**src/rtl/pci_bus_arbiter.sv**
```systemverilog
`default_nettype none
// ============================================================================
//  Module   : pci_bus_arbiter
//  Purpose  : Central round-robin arbiter for a shared PCI-style bus.
//             Samples the active-low per-device requests, hands out a single
//             active-low grant, watches iframe/iready to know when the
//             current transaction has ended, and revokes grants from masters
//             that never start a transaction within GNT_TIMEOUT cycles.
//
//  Ports    : clk          bus clock, all logic on the rising edge
//             reset        synchronous, active-high reset
//             request      active-low request, bit i from device i
//             iframe       bus iframe (active-low), monitored only
//             iready       bus iready (active-low), monitored only
//             grant        active-low grant, bit i to device i (registered)
//             owner        index of the granted/owning master (registered)
//             bus_busy     registered "iframe low or iready low"
//             timeout_evt  one-cycle pulse when a grant is revoked by timeout
//
//  Option   : ARB_BUS_PARK_EN - when defined, an idle bus with no pending
//             request parks the grant on master 0.
//
//  Revision : 1.0 - initial release
// ============================================================================
module pci_bus_arbiter #(
    parameter int NUM_MASTERS = 4,
    parameter int IDX_W       = 2,
    parameter int GNT_TIMEOUT = 16
) (
    input  logic                   clk,
    input  logic                   reset,
    input  logic [NUM_MASTERS-1:0] request,
    input  logic                   iframe,
    input  logic                   iready,
    output logic [NUM_MASTERS-1:0] grant,
    output logic [IDX_W-1:0]       owner,
    output logic                   bus_busy,
    output logic                   timeout_evt
);

    localparam int              c_CNT_W    = $clog2(GNT_TIMEOUT);
    localparam logic [c_CNT_W-1:0] c_CNT_LAST = c_CNT_W'(GNT_TIMEOUT - 1);

    localparam logic [1:0] c_ST_IDLE = 2'd0;  // no owner, grant all ones
    localparam logic [1:0] c_ST_GNT  = 2'd1;  // granted, waiting for iframe
    localparam logic [1:0] c_ST_BUSY = 2'd2;  // owner's transaction running
`ifdef ARB_BUS_PARK_EN
    localparam logic [1:0] c_ST_PARK = 2'd3;  // grant parked on master 0
`endif

    logic [1:0]             r_state;
    logic [1:0]             w_state_nxt;
    logic [IDX_W-1:0]       r_ptr;
    logic [IDX_W-1:0]       w_ptr_nxt;
    logic [c_CNT_W-1:0]     r_cnt;
    logic [c_CNT_W-1:0]     w_cnt_nxt;
    logic [NUM_MASTERS-1:0] r_req;
    logic [NUM_MASTERS-1:0] w_grant_nxt;
    logic [IDX_W-1:0]       w_owner_nxt;
    logic                   w_timeout_nxt;
    logic                   w_bus_idle;
    logic                   w_any_req;
    logic [IDX_W-1:0]       w_winner;

    // (base + offs) mod NUM_MASTERS, offs < NUM_MASTERS
    function automatic logic [IDX_W-1:0] f_rr_idx(input logic [IDX_W-1:0] base,
                                                  input int offs);
        int sum;
        sum = int'(base) + offs;
        if (sum >= NUM_MASTERS) begin
            sum = sum - NUM_MASTERS;
        end
        return IDX_W'(sum);
    endfunction

    assign w_bus_idle = iframe & iready;
    assign w_any_req  = ~(&r_req);

    // Round-robin search from r_ptr. Scanning from the far end down lets the
    // closest requester to the pointer overwrite any farther one.
    always_comb begin
        w_winner = '0;
        for (int k = NUM_MASTERS - 1; k >= 0; k--) begin
            if (!r_req[f_rr_idx(r_ptr, k)]) begin
                w_winner = f_rr_idx(r_ptr, k);
            end
        end
    end

    // Next-state / next-output logic. Releasing ownership always returns to
    // IDLE with grant all ones, which guarantees the turnaround cycle.
    always_comb begin
        w_state_nxt   = r_state;
        w_grant_nxt   = grant;
        w_owner_nxt   = owner;
        w_ptr_nxt     = r_ptr;
        w_cnt_nxt     = r_cnt;
        w_timeout_nxt = 1'b0;

        case (r_state)
            c_ST_IDLE: begin
                w_grant_nxt = '1;
                if (w_bus_idle && w_any_req) begin
                    w_grant_nxt = ~(NUM_MASTERS'(1) << w_winner);
                    w_owner_nxt = w_winner;
                    w_cnt_nxt   = '0;
                    w_state_nxt = c_ST_GNT;
                end
`ifdef ARB_BUS_PARK_EN
                else if (w_bus_idle) begin
                    w_grant_nxt = ~NUM_MASTERS'(1);
                    w_owner_nxt = '0;
                    w_state_nxt = c_ST_PARK;
                end
`endif
            end

            c_ST_GNT: begin
                // iframe has priority over both withdrawal and timeout
                if (!iframe) begin
                    w_state_nxt = c_ST_BUSY;
                end else if (r_req[owner]) begin
                    w_grant_nxt = '1;
                    w_ptr_nxt   = f_rr_idx(owner, 1);
                    w_state_nxt = c_ST_IDLE;
                end else if (r_cnt == c_CNT_LAST) begin
                    w_grant_nxt   = '1;
                    w_ptr_nxt     = f_rr_idx(owner, 1);
                    w_timeout_nxt = 1'b1;
                    w_state_nxt   = c_ST_IDLE;
                end else begin
                    w_cnt_nxt = r_cnt + c_CNT_W'(1);
                end
            end

            c_ST_BUSY: begin
                if (w_bus_idle) begin
                    w_grant_nxt = '1;
                    w_ptr_nxt   = f_rr_idx(owner, 1);
                    w_state_nxt = c_ST_IDLE;
                end
            end

`ifdef ARB_BUS_PARK_EN
            c_ST_PARK: begin
                // Parking is not ownership: the pointer only moves once
                // master 0 actually runs a transaction.
                if (!iframe) begin
                    w_state_nxt = c_ST_BUSY;
                end else if (|(~r_req[NUM_MASTERS-1:1])) begin
                    w_grant_nxt = '1;
                    w_state_nxt = c_ST_IDLE;
                end else if (!r_req[0]) begin
                    w_cnt_nxt   = '0;
                    w_state_nxt = c_ST_GNT;
                end
            end
`endif

            default: begin
                w_grant_nxt = '1;
                w_state_nxt = c_ST_IDLE;
            end
        endcase
    end

    always_ff @(posedge clk) begin
        if (reset) begin
            r_state     <= c_ST_IDLE;
            r_ptr       <= '0;
            r_cnt       <= '0;
            r_req       <= '1;
            grant       <= '1;
            owner       <= '0;
            bus_busy    <= 1'b0;
            timeout_evt <= 1'b0;
        end else begin
            r_state     <= w_state_nxt;
            r_ptr       <= w_ptr_nxt;
            r_cnt       <= w_cnt_nxt;
            r_req       <= request;
            grant       <= w_grant_nxt;
            owner       <= w_owner_nxt;
            bus_busy    <= ~w_bus_idle;
            timeout_evt <= w_timeout_nxt;
        end
    end

endmodule
`default_nettype wire

```
**config.mk**
```make
export PLATFORM = sky130hd
export DESIGN_NAME = pci_bus_arbiter
export DESIGN_NICKNAME = d
export VERILOG_FILES = /design/src/rtl/pci_bus_arbiter.sv
export SDC_FILE = /design/constraint.sdc
export NUM_CORES = 1
export LEC_CHECK = 0
export CAP_MARGIN = 40
export CORE_AREA = 5 5 48 50
export CTS_BUF_LIST = sky130_fd_sc_hd__clkbuf_16
export DETAILED_ROUTE_END_ITERATION = 10
export DIE_AREA = 0 0 53 55
export GPL_TIMING_DRIVEN = 1
export HOLD_SLACK_MARGIN = 0.1
export PLACE_DENSITY = 0.85
export SETUP_SLACK_MARGIN = 0.2
export SYNTH_ARGS = -nofsm -noshare
export SYNTH_HDL_FRONTEND = slang
export SYNTH_SLANG_ARGS = --single-unit
```
**constraint.sdc**
```tcl
create_clock -name clk -period 3.39 [get_ports clk]
set_clock_uncertainty 0.1 [all_clocks]
set_input_delay 0.678 -clock clk [delete_from_list [all_inputs] [get_ports clk]]
set_output_delay 0.678 -clock clk [all_outputs]
set_load 0.01 [all_outputs]
```
* Yosys cells after proc, flatten, opt, wreduce, memory -nomap -nowiden
Index checks and enable logic that the tools add are counted.
** Storage, ports and cells
- Memory bits (read-only) :: 0
- Register bits after elaboration :: 20
- Memories kept :: 0
- Word-level logic and storage cells :: 98
- Latch bits :: 0
- Output and inout port bits :: 8
- Bits in writable memories :: 0
** Operators by class
- Bitwise logic cells :: 6
- Shift-type cells :: 1
- Reductions and logical operators :: 11
- Divide/modulo/power cells :: 0
- Magnitude comparators :: 10
- Equal/unequal tests :: 10
- $mul :: 0
- $add $sub $neg :: 10
- Mux-type cells :: 42
** Operator list (number)
- two-way mux 2 bit :: 18
- two-way mux 4 bit :: 9
- < comparator 2 x 3 -> 1 bit, second input constant :: 5
- >= comparator 3 bit, second input constant :: 4
- case mux 4 bit (3 select lines) :: 1
- binary-select mux 1 bit (select 2 bit) :: 5
- != test 2 bit, second input constant :: 5
- subtractor 2 x 1 -> 2 bit, second input constant :: 5
- case mux 4 bit (2 select lines) :: 1
- AND reduction 4 bit :: 2
- adder 2 x 1 -> 3 bit, second input constant :: 2
- adder 2 x 2 -> 3 bit, second input constant :: 2
- two-way mux 1 bit :: 6
- case mux 2 bit (3 select lines) :: 1
- AND reduction 3 bit :: 2
- AND reduction 5 bit :: 1
- adder 4 x 1 -> 4 bit, second input constant :: 1
- == test 4 bit, second input constant :: 1
- != test 4 bit, second input constant :: 1
- NOT 1 bit :: 4
- NOT 4 bit :: 1
- case mux 2 bit (2 select lines) :: 1
- nonzero test 2 bit :: 2
- OR reduction 4 bit :: 1
- 9 further kinds :: 9

* Longest topological paths before layout
- Word-level depth :: 13
- Depth in mapped cells :: 5
- Mapped depth without buffers :: 5

* Worst setup path after synthesis
OpenSTA, ideal clock, no wires.
- Path kind :: register to register
- Start :: reg owner[1]
- End :: reg r_cnt[3]
- Stages on the path, launching flop included :: 5
- Clock period less this slack :: 2231 ps
- Data arrival time :: 2057 ps
- Slack :: 1159 ps
- Required time :: 3216 ps
- Buffers on the path :: 0
- Cell sequence :: dfxtp_1 -> mux4_2 -> or4_1 -> or4b_1 -> o21ai_0
** On the way
- Longest elaborated chain between the ends :: 4
** Ends and longest elaborated chain
- start: declaration :: RTL line 36 : output logic [IDX_W-1:0] owner,
- start signal: assignment :: RTL line 183 : owner <= w_owner_nxt;
- binary-select mux 1 bit (select 2 bit) :: RTL line 122 : end else if (r_req[owner]) begin
- two-way mux 1 bit (not written as such) :: RTL line 122
- != test 2 bit (no line)
- AND reduction 5 bit (no line)
- end signal: assignment :: RTL line 180 : r_cnt <= w_cnt_nxt;
- end: declaration :: RTL line 55 : logic [c_CNT_W-1:0] r_cnt;
No other way between the ends. The select of a mux whose other input is x is not followed.
A chain may end at the register's enable or synchronous reset.

* Final worst setup path
- Start :: in iframe
- End :: reg r_cnt[3]
** On the way
- Longest elaborated chain between the ends :: 4
- Elaborated cells on any way between the ends :: 5
** Ends and longest elaborated chain
- start: declaration :: RTL line 33 : input logic iframe,
- bitwise AND 1 bit :: RTL line 76 : assign w_bus_idle = iframe & iready;
- logical AND 1 bit :: RTL line 103 : if (w_bus_idle && w_any_req) begin
- != test 2 bit (no line)
- AND reduction 5 bit (no line) *
Mark *: on every way between the ends. The rest lies on a longest branch, timed or not.

==> results.json <==
{
  "layout-drive-gt1-share": 0.1197,
  "post-synth-top-count-cell": "dfxtp_1",
  "p_leak_nw": 0.4362,
  "hold_buffers": 0,
  "max_freq_mhz": 422.6,
  "cts_made_buffers": 3,
  "htreeDepth": 1,
  "final_core_util": 0.6566,
  "final_max_slew_viol_count": 0,
  "placed_area_um2": 1117,
  "worstPathCellList": "clkdlybuf4s50_1 -> inv_1 -> or4_1 -> or4b_1 -> o21ai_0",
  "ys_ff_latch": 20,
  "cts_sinks": 20,
  "final.setup.worst_slack_ns": 1.024,
  "cts_buffer_depth": 2,
  "wl_um": 2038,
  "initial_core_util": 0.5054,
  "synth_fp_nets": 109,
  "post-route-period-util": 0.6980,
  "synthAdderAreaFrac": 0.01330,
  "synthTopCellsByCount": "dfxtp_1 (20), a21oi_1 (9), or2_2 (6)",
  "cp-end-kind": "flip-flop",
  "synth-edff-count": 0,
  "dp_hpwl_um": 1440,
  "rsz0062_at_grt": "false",
  "max-vdd-ir-drop_mv": 0.5256,
  "async_flop_share": 0,
  "synth_top_family_by_area": "simple AND/OR/NAND/NOR gates",
  "setup_tns_ns": 0,
  "fin_crit_ns": 2.366,
  "endpoint": "r_cnt[3]",
  "drt_iter0_markers": 20,
  "final_nets": 127,
  "antenna_found_initial": 0,
  "cpLargestDelayFamily": "simple AND/OR/NAND/NOR gates",
  "synth-main-ff-cell": "dfxtp_1",
  "die_y_um": 55,
  "cts_setup_buffers": 0,
  "r2r_slack_ns": 1.09,
  "fin_cells": 144,
  "hold_viol_final": 0,
  "grt-ovfl-total": 0,
  "power.density_nw_per_um2": 511.9,
  "post-route-drc-count": 0,
  "relSlewSlack": 0.5843,
  "yosysWarnings": 0,
  "n_antenna_cell": 0,
  "cp-startpoint": "iframe",
  "outcome": "complete, no violations",
  "synth_area_leader_cell": "dfxtp_1",
  "dp_slack_ns": 0.7953,
  "synth_area_um2": 940.9,
  "vias_per_cell": 5.868,
  "crit_arrival_ns": 2.45,
  "cp_slowest_cell": "clkdlybuf4s50_1",
  "synth_simple_gate_area_share": 0.2713,
  "dr_total_vias": 845,
  "gp_congestion": 0.8221,
  "grtUsageTotal": 0.1709,
  "synth_compound_area_frac": 0.2207,
  "clock_latency_ns": 0.26,
  "ant_nets": 0,
  "r2r_end": "r_cnt[3]",
  "coreArea_um2": 1862,
  "seq_area_frac_synth": 0.4255,
  "rows": 16,
  "r2r.worst_path.cells": 4,
  "drv_cap": 0,
  "r2r_start": "owner[1]",
  "cp_num_cells": 5,
  "path_clk_slew_ns": 0.06,
  "place_inst": 140,
  "die_width_um": 53,
  "crit_buf_inv": 2,
  "ys_top_cells_by_area": "dfxtp_1 (43%), a21oi_1 (4.8%), o32a_1 (4.3%), or2_2 (4.0%), nor2b_1 (3.3%)",
  "dieArea_um2": 2915,
  "cp-start-kind": "input port",
  "yosysTopAreaCellShare": 0.4255,
  "min_path_type": "reg -> reg",
  "syn_avg_cell_area_um2": 9.409,
  "portBuffers": 15,
  "criticalPathCategory": "in -> reg",
  "setup_viol": 0,
  "wire_per_inst_um": 14.15,
  "synthMuxAreaShare": 0.03590,
  "firstDrtPassIters": 4,
  "tightest_slew_ns": 0.6216,
  "synth-xor-area-share": 0.009309,
  "slowest_delay_ns": 0.56,
  "cts_resized": 0,
  "path_max_fanout": 6,
  "grt_pass1_vias": 779,
  "cts-root-buf": "clkbuf_16",
  "ios": 16,
  "cts_tree": "done",
  "synth_cells": 100,
  "finish.instance_area_um2": 1222,
  "syn2layout_area_growth_pct": 29.92,
  "required_ns": 3.47,
  "n_fill_cell": 143,
  "grt_max_degree": 21,
  "grt_pass1_wl_um": 3394,
  "synth_cell_types": 40
}
-- where the power goes --
| group | internal (W) | switching [W] |
|---|---|---|
| registers | 0.000242 | 0.00000691 |
| clock network | 0.000234 | 0.0000901 |
| logic | 0.0000274 | 0.0000253 |
| total | 0.000503 | 0.000122 |
-- how the worst min path moves through the flow --
stage	from	end	cells after the start
5_1_grt	grant[3]	grant[3]	1
3_3_place_gp	grant[3]	grant[3]	1
4_1_cts	grant[3]	grant[3]	1
2_1_floorplan	r_cnt[3]	r_cnt[3]	2
6_report	grant[3]	grant[3]	1
3_5_place_dp	grant[3]	grant[3]	1
-- cell type report --
| class | instances | area, um2 | share of cell area |
|---|---|---|---|
| Tap cell | 27 | 33.78 | 0.02764 |
| Multi-Input combinational cell | 74 | 518.0 | 0.4237 |
| Sequential cell | 20 | 400.4 | 0.3275 |
| Inverter | 4 | 15.01 | 0.01228 |
| Clock buffer | 3 | 75.07 | 0.06141 |
| Clock inverter | 1 | 30.03 | 0.02457 |
| Timing Repair Buffer | 15 | 150.1 | 0.1228 |
-- metrics by stage --
step                total power, W  hold WS (ns)
floorplan                0.0002841        0.3591
global placement         0.0003038        0.3594
detailed placement       0.0003053        0.3602
CTS                      0.0006320        0.3734
global route             0.0006491        0.4073
finish                   0.0006257        0.3708
-- cell usage in the layout, fill, tap and decap left out, types with 2 or more instances in the layout --
| cell | count |
|---|---|
| dfxtp_1 | 20 |
| and2_1 | 3 |
| clkdlybuf4s50_1 | 15 |
| nor2b_1 | 5 |
| nand4_1 | 3 |
| o32a_1 | 4 |
| inv_1 | 4 |
| nand3b_1 | 3 |
| nand2_1 | 3 |
| o21ai_0 | 4 |
| nand3_1 | 5 |
| a21oi_1 | 9 |
| or2_2 | 6 |
| nor2_1 | 2 |
| nand2b_1 | 2 |
| clkbuf_16 | 3 |
-- cell families (layout without fill, tap and decap cells) --
group                      Yosys count  after routing
buffers and inverters                6             23
AOI/OAI and AO/OA                   29             29
xor gates and xnor gates             1              1
and+or+nand+nor                     41             41
adders and majority gates            1              1
DFF                                 20             20
muxes                                2              2
-- state kept, by name, summed over array words and instances (netlist names) --
register,cells
r_cnt,4
timeout_evt,1
r_state,2
r_ptr,2
r_req,4
bus_busy,1
owner,2
grant,4
-- per-layer routing --
layer / vias to the layer above / track usage / share of wire
met1: 399 / 0.1803 / 0.42
met4: 0 / 0.1404 / 0.034
met2: 22 / 0.2665 / 0.48
met5: - / 0 / 0
met3: 7 / 0.07239 / 0.063
li1: 417 / - / -
Power figures use the tool's default switching activity.
